$ cat src/rtl/cache_fsm.sv
`default_nettype none
// ============================================================================
// Module   : cache_fsm
// Purpose  : Write-back / write-allocate cache controller. It serves hits
//            combinationally from IDLE. On a miss it writes a dirty victim
//            line back word by word, then refills the line from memory word
//            by word.
// Revision : 1.0 - initial release
// ----------------------------------------------------------------------------
// Ports
//   clk_i          in   1          clock, rising edge
//   rst_i          in   1          asynchronous active-low reset
//   read_en_i      in   1          processor read request
//   write_en_i     in   1          processor write request (wins over read)
//   addr_i         in   32         processor address
//   hit_i          in   1          indexed set hits
//   dirty_i        in   1          victim line is dirty
//   victim_tag_i   in   TAG_WIDTH  tag of the victim line
//   mem_ready_i    in   1          memory accepted/returned the current word
//   control_o      out  5          {write_en, set_valid, set_dirty,
//                                   strategy_en, offset_sel} to the sets
//   mem_read_en_o  out  1          memory read strobe
//   mem_write_en_o out  1          memory write strobe
//   mem_addr_o     out  32         word address to memory and set offset mux
//   stall_o        out  1          processor must hold its request
//   hit_count_o    out  32         saturating hit counter (stats build only)
//   miss_count_o   out  32         saturating miss counter (stats build only)
// ----------------------------------------------------------------------------
// Build option
//   CACHE_STATS_EN : when defined, the hit/miss counters are built. When it
//                    is undefined, both count outputs are tied to zero.
// ============================================================================
module cache_fsm #(
    parameter int TAG_WIDTH    = 26,
    parameter int OFFSET_WIDTH = 4
) (
    input  logic                 clk_i,
    input  logic                 rst_i,
    input  logic                 read_en_i,
    input  logic                 write_en_i,
    input  logic [31:0]          addr_i,
    input  logic                 hit_i,
    input  logic                 dirty_i,
    input  logic [TAG_WIDTH-1:0] victim_tag_i,
    input  logic                 mem_ready_i,
    output logic [4:0]           control_o,
    output logic                 mem_read_en_o,
    output logic                 mem_write_en_o,
    output logic [31:0]          mem_addr_o,
    output logic                 stall_o,
    output logic [31:0]          hit_count_o,
    output logic [31:0]          miss_count_o
);

    // Word counter width: one count per 32-bit word in a line
    localparam int              CNT_W      = OFFSET_WIDTH - 2;
    localparam logic [CNT_W-1:0] c_CNT_LAST = '1;

    localparam logic [1:0] c_IDLE       = 2'd0;
    localparam logic [1:0] c_WRITE_BACK = 2'd1;
    localparam logic [1:0] c_ALLOCATE   = 2'd2;

    localparam logic [4:0] c_CTRL_IDLE   = 5'b00001;
    localparam logic [4:0] c_CTRL_RHIT   = 5'b00011;
    localparam logic [4:0] c_CTRL_WHIT   = 5'b11111;
    localparam logic [4:0] c_CTRL_NONE   = 5'b00000;
    localparam logic [4:0] c_CTRL_FILL   = 5'b10000;
    localparam logic [4:0] c_CTRL_FILL_L = 5'b11000;

    logic [1:0]       r_state;
    logic [1:0]       w_next_state;
    logic [CNT_W-1:0] r_cnt;

    logic w_req;
    logic w_miss;
    logic w_last;

    assign w_req  = read_en_i | write_en_i;
    assign w_miss = (r_state == c_IDLE) && w_req && !hit_i;
    assign w_last = (r_cnt == c_CNT_LAST) && mem_ready_i;

    // The low offset bits never reach the memory address (word aligned)
    logic w_unused_offset;
    assign w_unused_offset = ^addr_i[OFFSET_WIDTH-1:0];

    // ------------------------------------------------------------------
    // State register
    // ------------------------------------------------------------------
    always_ff @(posedge clk_i or negedge rst_i) begin
        if (!rst_i) begin
            r_state <= c_IDLE;
        end else begin
            r_state <= w_next_state;
        end
    end

    // Word counter. It is cleared on entry to a miss and advances only on
    // accepted words. WORDS is a power of two, so after the last write-back
    // word it wraps to 0 by itself, ready for the refill.
    always_ff @(posedge clk_i or negedge rst_i) begin
        if (!rst_i) begin
            r_cnt <= '0;
        end else if (w_miss) begin
            r_cnt <= '0;
        end else if ((r_state != c_IDLE) && mem_ready_i) begin
            r_cnt <= r_cnt + 1'b1;
        end
    end

    // ------------------------------------------------------------------
    // Next-state logic
    // ------------------------------------------------------------------
    always_comb begin
        w_next_state = r_state;
        case (r_state)
            c_IDLE: begin
                if (w_miss) begin
                    w_next_state = dirty_i ? c_WRITE_BACK : c_ALLOCATE;
                end
            end
            c_WRITE_BACK: begin
                if (w_last) begin
                    w_next_state = c_ALLOCATE;
                end
            end
            c_ALLOCATE: begin
                if (w_last) begin
                    w_next_state = c_IDLE;
                end
            end
            default: w_next_state = c_IDLE;
        endcase
    end

    // ------------------------------------------------------------------
    // Output logic. The outputs are gated by reset directly, so the idle
    // values show up at the same instant rst_i falls, even when a request
    // with hit_i is present.
    // ------------------------------------------------------------------
    always_comb begin
        control_o      = c_CTRL_IDLE;
        mem_read_en_o  = 1'b0;
        mem_write_en_o = 1'b0;
        mem_addr_o     = '0;
        stall_o        = 1'b0;
        if (rst_i) begin
            case (r_state)
                c_IDLE: begin
                    if (!w_req) begin
                        control_o = c_CTRL_IDLE;
                    end else if (hit_i) begin
                        control_o = write_en_i ? c_CTRL_WHIT : c_CTRL_RHIT;
                    end else begin
                        control_o = c_CTRL_NONE;
                        stall_o   = 1'b1;
                    end
                end
                c_WRITE_BACK: begin
                    control_o      = c_CTRL_NONE;
                    mem_write_en_o = 1'b1;
                    stall_o        = 1'b1;
                    mem_addr_o     = {victim_tag_i,
                                      addr_i[31-TAG_WIDTH:OFFSET_WIDTH],
                                      r_cnt, 2'b00};
                end
                c_ALLOCATE: begin
                    mem_read_en_o = 1'b1;
                    stall_o       = 1'b1;
                    mem_addr_o    = {addr_i[31:OFFSET_WIDTH], r_cnt, 2'b00};
                    if (mem_ready_i) begin
                        control_o = (r_cnt == c_CNT_LAST) ? c_CTRL_FILL_L
                                                          : c_CTRL_FILL;
                    end else begin
                        control_o = c_CTRL_NONE;
                    end
                end
                default: begin
                    control_o = c_CTRL_IDLE;
                end
            endcase
        end
    end

    // ------------------------------------------------------------------
    // Statistics
    // ------------------------------------------------------------------
`ifdef CACHE_STATS_EN
    logic [31:0] r_hit_count;
    logic [31:0] r_miss_count;
    logic        w_hit_evt;

    assign w_hit_evt = (r_state == c_IDLE) && w_req && hit_i;

    // Both counters saturate rather than wrap
    always_ff @(posedge clk_i or negedge rst_i) begin
        if (!rst_i) begin
            r_hit_count  <= '0;
            r_miss_count <= '0;
        end else begin
            if (w_hit_evt && (r_hit_count != 32'hFFFF_FFFF)) begin
                r_hit_count <= r_hit_count + 32'd1;
            end
            if (w_miss && (r_miss_count != 32'hFFFF_FFFF)) begin
                r_miss_count <= r_miss_count + 32'd1;
            end
        end
    end

    assign hit_count_o  = r_hit_count;
    assign miss_count_o = r_miss_count;
`else
    assign hit_count_o  = '0;
    assign miss_count_o = '0;
`endif

endmodule
`default_nettype wire

$ cat config.mk
export PLATFORM = sky130hd
export DESIGN_NAME = cache_fsm
export DESIGN_NICKNAME = d
export VERILOG_FILES = /design/src/rtl/cache_fsm.sv
export SDC_FILE = /design/constraint.sdc
export NUM_CORES = 1
export LEC_CHECK = 0
export ABC_AREA = 1
export CAP_MARGIN = 20
export CORE_UTILIZATION = 29
export DETAILED_ROUTE_END_ITERATION = 8
export GPL_TIMING_DRIVEN = 0
export PLACE_DENSITY = 0.87
export SYNTH_ARGS = -nofsm -noshare
export SYNTH_HDL_FRONTEND = slang
export SYNTH_SLANG_ARGS = --single-unit
$ cat constraint.sdc
create_clock -name clk_i -period 3.8 [get_ports clk_i]
set_input_delay 0.38 -clock clk_i [delete_from_list [all_inputs] [get_ports clk_i]]
set_output_delay 0.38 -clock clk_i [all_outputs]
set_load 0.02 [all_outputs]
Word-level counts from Yosys, hierarchy flattened
Cells that the tools add are included.

Flip-flop bits (word level): 4. Output and inout bits: 104. Input port bits: 65. Word-level logic and storage cells: 44.

Bitwise gates (word level): 1. Reduce and logical (&&, ||, !) cells: 10. Eq/ne operators: 6. Multiplexer cells: 24. Add/subtract/negate cells: 1.

Operators by type and width (count): 32-bit one-hot mux with 2 select lines (1); 32-bit two-way mux (1); 5-bit two-way mux (5); 5-bit one-hot mux with 3 select lines (1); 2-bit two-way mux (6); 1-bit two-way mux (7); 2-bit inequality test, second input constant (3); 2-bit one-hot mux with 3 select lines (1); 2-bit == test, second input constant (2); 1-bit logical AND (4); 4-bit two-way mux (1); 2-bit nonzero test (2); 3-bit AND reduction (1); 2-bit by 1-bit adder with 2-bit output, second input constant (1); 2-bit by 1-bit == test with 1-bit output, second input constant (1); 2-bit zero test (1); 1-bit one-hot mux with 2 select lines (1); 2-bit OR reduction (1); 1-bit zero test (1); 1-bit OR (1).

Logic depth before layout (Yosys ltp)
Depth after elaboration: 5. Gate-level depth with buffers: 8. Mapped depth without buffers: 8.

Worst setup path before layout
Ideal clock, no wire load.

Path kind: register to output. Start: register r_state[0]. End: output mem_addr_o[25]. Cell stages (with the launch flop): 6. Arrival: 1.330 ns. Path buffers: 1. Slack: 2.090 ns. Required time: 3.420 ns. Path through: dfrtp_1 inv_1 ha_1 nand2_2 buf_6 a21oi_1.

Word-level cells in the longest chain between the ends: 3. Elaborated cells between the ends (all ways): 4. Those cells by class: eq/ne (2); mux (2).

RTL lines: start, declared (line 70) `logic [1:0] r_state;`; start signal, assigned (line 91) `r_state <= c_IDLE;`; start signal, assigned (line 93) `r_state <= w_next_state;`; 2-bit == test or 2-bit by 1-bit == test with 1-bit output (tied branches) (line 147) `case (r_state)`; 32-bit one-hot mux with 2 select lines (*) (line 147); 32-bit two-way mux (*) (line 146) `if (rst_i) begin`; end, declared (line 49) `output logic [31:0] mem_addr_o,`.

Every way passes the cells marked *; elsewhere a longest branch is shown, timed or not.

Final worst setup path
Start: input rst_i. End: output mem_addr_o[13].

Word-level cells in the longest chain between the ends: 1.

RTL lines: start, declared (line 38) `input logic rst_i,`; 32-bit two-way mux (line 146).

No other way between the ends.

==> impl_metrics.tcl <==
set metrics [dict create \
    final_max_slew_viol_count 0 \
    post-cts-setup-buffers 0 \
    drt_iter0_markers 57 \
    synth_cells 223 \
    clock_sinks 4 \
    period_minus_slack_ns 2.61 \
    syn-mean-instance-area_um2 6.13 \
    path_clk_slew_ns 0.03 \
    cts_tree "yes" \
    yosysSeqAreaShare_pct 7.33 \
    hpwlAfterDp_um 3560 \
    htree_num_levels 1 \
    rsz0062_at_grt "false" \
    clock-skew-final_ns 0.00290 \
    worst_ir_drop_vdd_v 0.000272 \
    wl_per_cell_um 9.46 \
    drc 22 \
    vias_per_cell 3.91 \
    register_area_um2 100 \
    final_hold_viol_count 0 \
    ys_types 18 \
    layout_common_cells "98 x clkdlybuf4s50_1, 72 x nand2_1, 68 x buf_4, 66 x conb_1, 26 x a21oi_1" \
    setup_violations 0 \
    post-place-ws_ns 1.18 \
    vias 1723 \
    rr_worst_depth 7 \
    synthesis.area_um2 1370 \
    ctsResizeCount 0 \
    r2r_end "r_state[0]" \
    arrival_ns 2.23 \
    maxCapViolCount 0 \
    antenna_found_initial 0 \
    timing.reg2reg.setup_slack_ns 2.44 \
    synth_seq_cells 4 \
    grt_max_degree 11 \
    ioPinCount 169 \
    insertion_delay_ns 0.22 \
    critical_path.endpoint_type "primary output" \
    grt_pass1_wl_um 6350 \
    n_antenna_cell 0 \
    fill_cells 427 \
    rows 24 \
    gp_congestion 0.898 \
    routed_wl_um 4170 \
    ys_warn_count 0 \
    area_delta_synth_final_pct 97.4 \
    layout_worst_path_cycle_share_pct 68.8 \
    cellLeakagePower_nw 1.35 \
    numCtsBuffers 3 \
    ant_nets 0 \
    cts-hold-fix-buffers 0 \
    fin_nets 462 \
    root_buffer "clkbuf_8" \
    power_density_nw_per_um2 374 \
    die_height_um 70.6 \
    path_class "input port to primary output" \
    core_um2 4440 \
    clockBufferDepth 2 \
    numPlacedInstances 438 \
    first_pass_iters 6 \
    critPathRequiredTime_ns 3.42 \
    grt_pass1_vias 1486 \
    drive_gt1_share_pct 22.1 \
    setup_ws_ns 1.19 \
    holdCritPathClass "input port to asynchronous set/reset pin" \
    initial_core_util_pct 30.7 \
    dieWidth_um 70.6 \
    layout_commonest_cell "clkdlybuf4s50_1" \
    startpoint_type "input port" \
    dieArea_um2 4990 \
    tns_ns 0 \
    final_cells 441 \
    grt_use_total_pct 15.4 \
    overflow 0 \
    fmax_mhz 382 \
    utilization_pct 60.7 \
    failed_checks "DRC" \
    multi_input_area_um2 878 \
    outcome "finished, violations left" \
    worst_r2r_startpoint "r_state[0]" \
    crit_path_max_fanout 10 \
    io_buffers 98 \
]
-- through the flow --
step | cell area [µm²] | power [W] | hold WS, ns
floorplan | 1610 | 0.000640 | 0.0844
global placement | 2660 | 0.000908 | 0.519
detailed placement | 2660 | 0.000923 | 0.531
CTS | 2700 | 0.00102 | 0.467
global route | 2700 | 0.00110 | 0.502
finish | 2700 | 0.00101 | 0.474
-- cell usage after synthesis (all sizes together) --
library cell / instances / share of area, %
a21oi: 30 / 12
buf: 75 / 43
conb: 1 / 0.27
dfrtp: 4 / 7.3
ha: 6 / 5.5
inv: 13 / 3.6
nand2: 74 / 21
nand3: 6 / 2.2
nor2: 8 / 2.2
nor4: 1 / 0.92
o211ai: 1 / 0.55
o21ai: 2 / 0.73
or2: 1 / 0.64
xor2: 1 / 0.64
-- worst max-delay path, cell delays in order --
cell             delay, ns
clkdlybuf4s50_1       0.74
nand2_2               0.16
buf_6                 0.17
a21oi_1               0.14
clkdlybuf4s50_1       0.65
-- worst max path at each step --
stage,slack [ns],end,start,depth (start not counted)
CTS,1.19,mem_addr_o[13],rst_i,5
global placement,1.23,mem_addr_o[18],rst_i,5
floorplan,2.09,mem_addr_o[25],r_state[0],5
global route,1.05,mem_addr_o[13],rst_i,5
finish,1.19,mem_addr_o[13],rst_i,5
detailed placement,1.18,mem_addr_o[13],rst_i,5
-- kinds of logic after synthesis --
logic type / after synthesis / share of synthesized area, %
simple gates: 90 / 26.6
buf+inv: 88 / 46.2
compound gates: 33 / 13.4
fa+ha+maj: 6 / 5.49
flops: 4 / 7.33
xor+xnor: 1 / 0.641
other cells: 1 / 0.274
-- layer usage --
| layer | GRT usage (%) | vias to the layer above | wire length, µm |
|---|---|---|---|
| met5 | 0 | - | 0 |
| met4 | 3.33 | 0 | 68 |
| met3 | 4.13 | 7 | 469 |
| met2 | 30.4 | 102 | 2160 |
| met1 | 16.1 | 723 | 1470 |
| li1 | - | 891 | - |
-- state kept, by name (all words and copies together) (netlist names) --
name     count
r_cnt        2
r_state      2
-- layout make-up --
cell class	instances	area share, %
Multi-Input combinational cell	196	32.6
Inverter	13	1.81
Clock buffer	3	1.53
Buffer	75	21.6
Tap cell	52	2.41
Timing Repair Buffer	98	36.4
Sequential cell	4	3.71
-- where the power goes --
part           internal [W]  switching [W]
combinational      0.000373       0.000466
sequential        0.0000617      0.0000188
clock             0.0000676      0.0000229
total              0.000502       0.000508
Power figures use the tool's default switching activity.
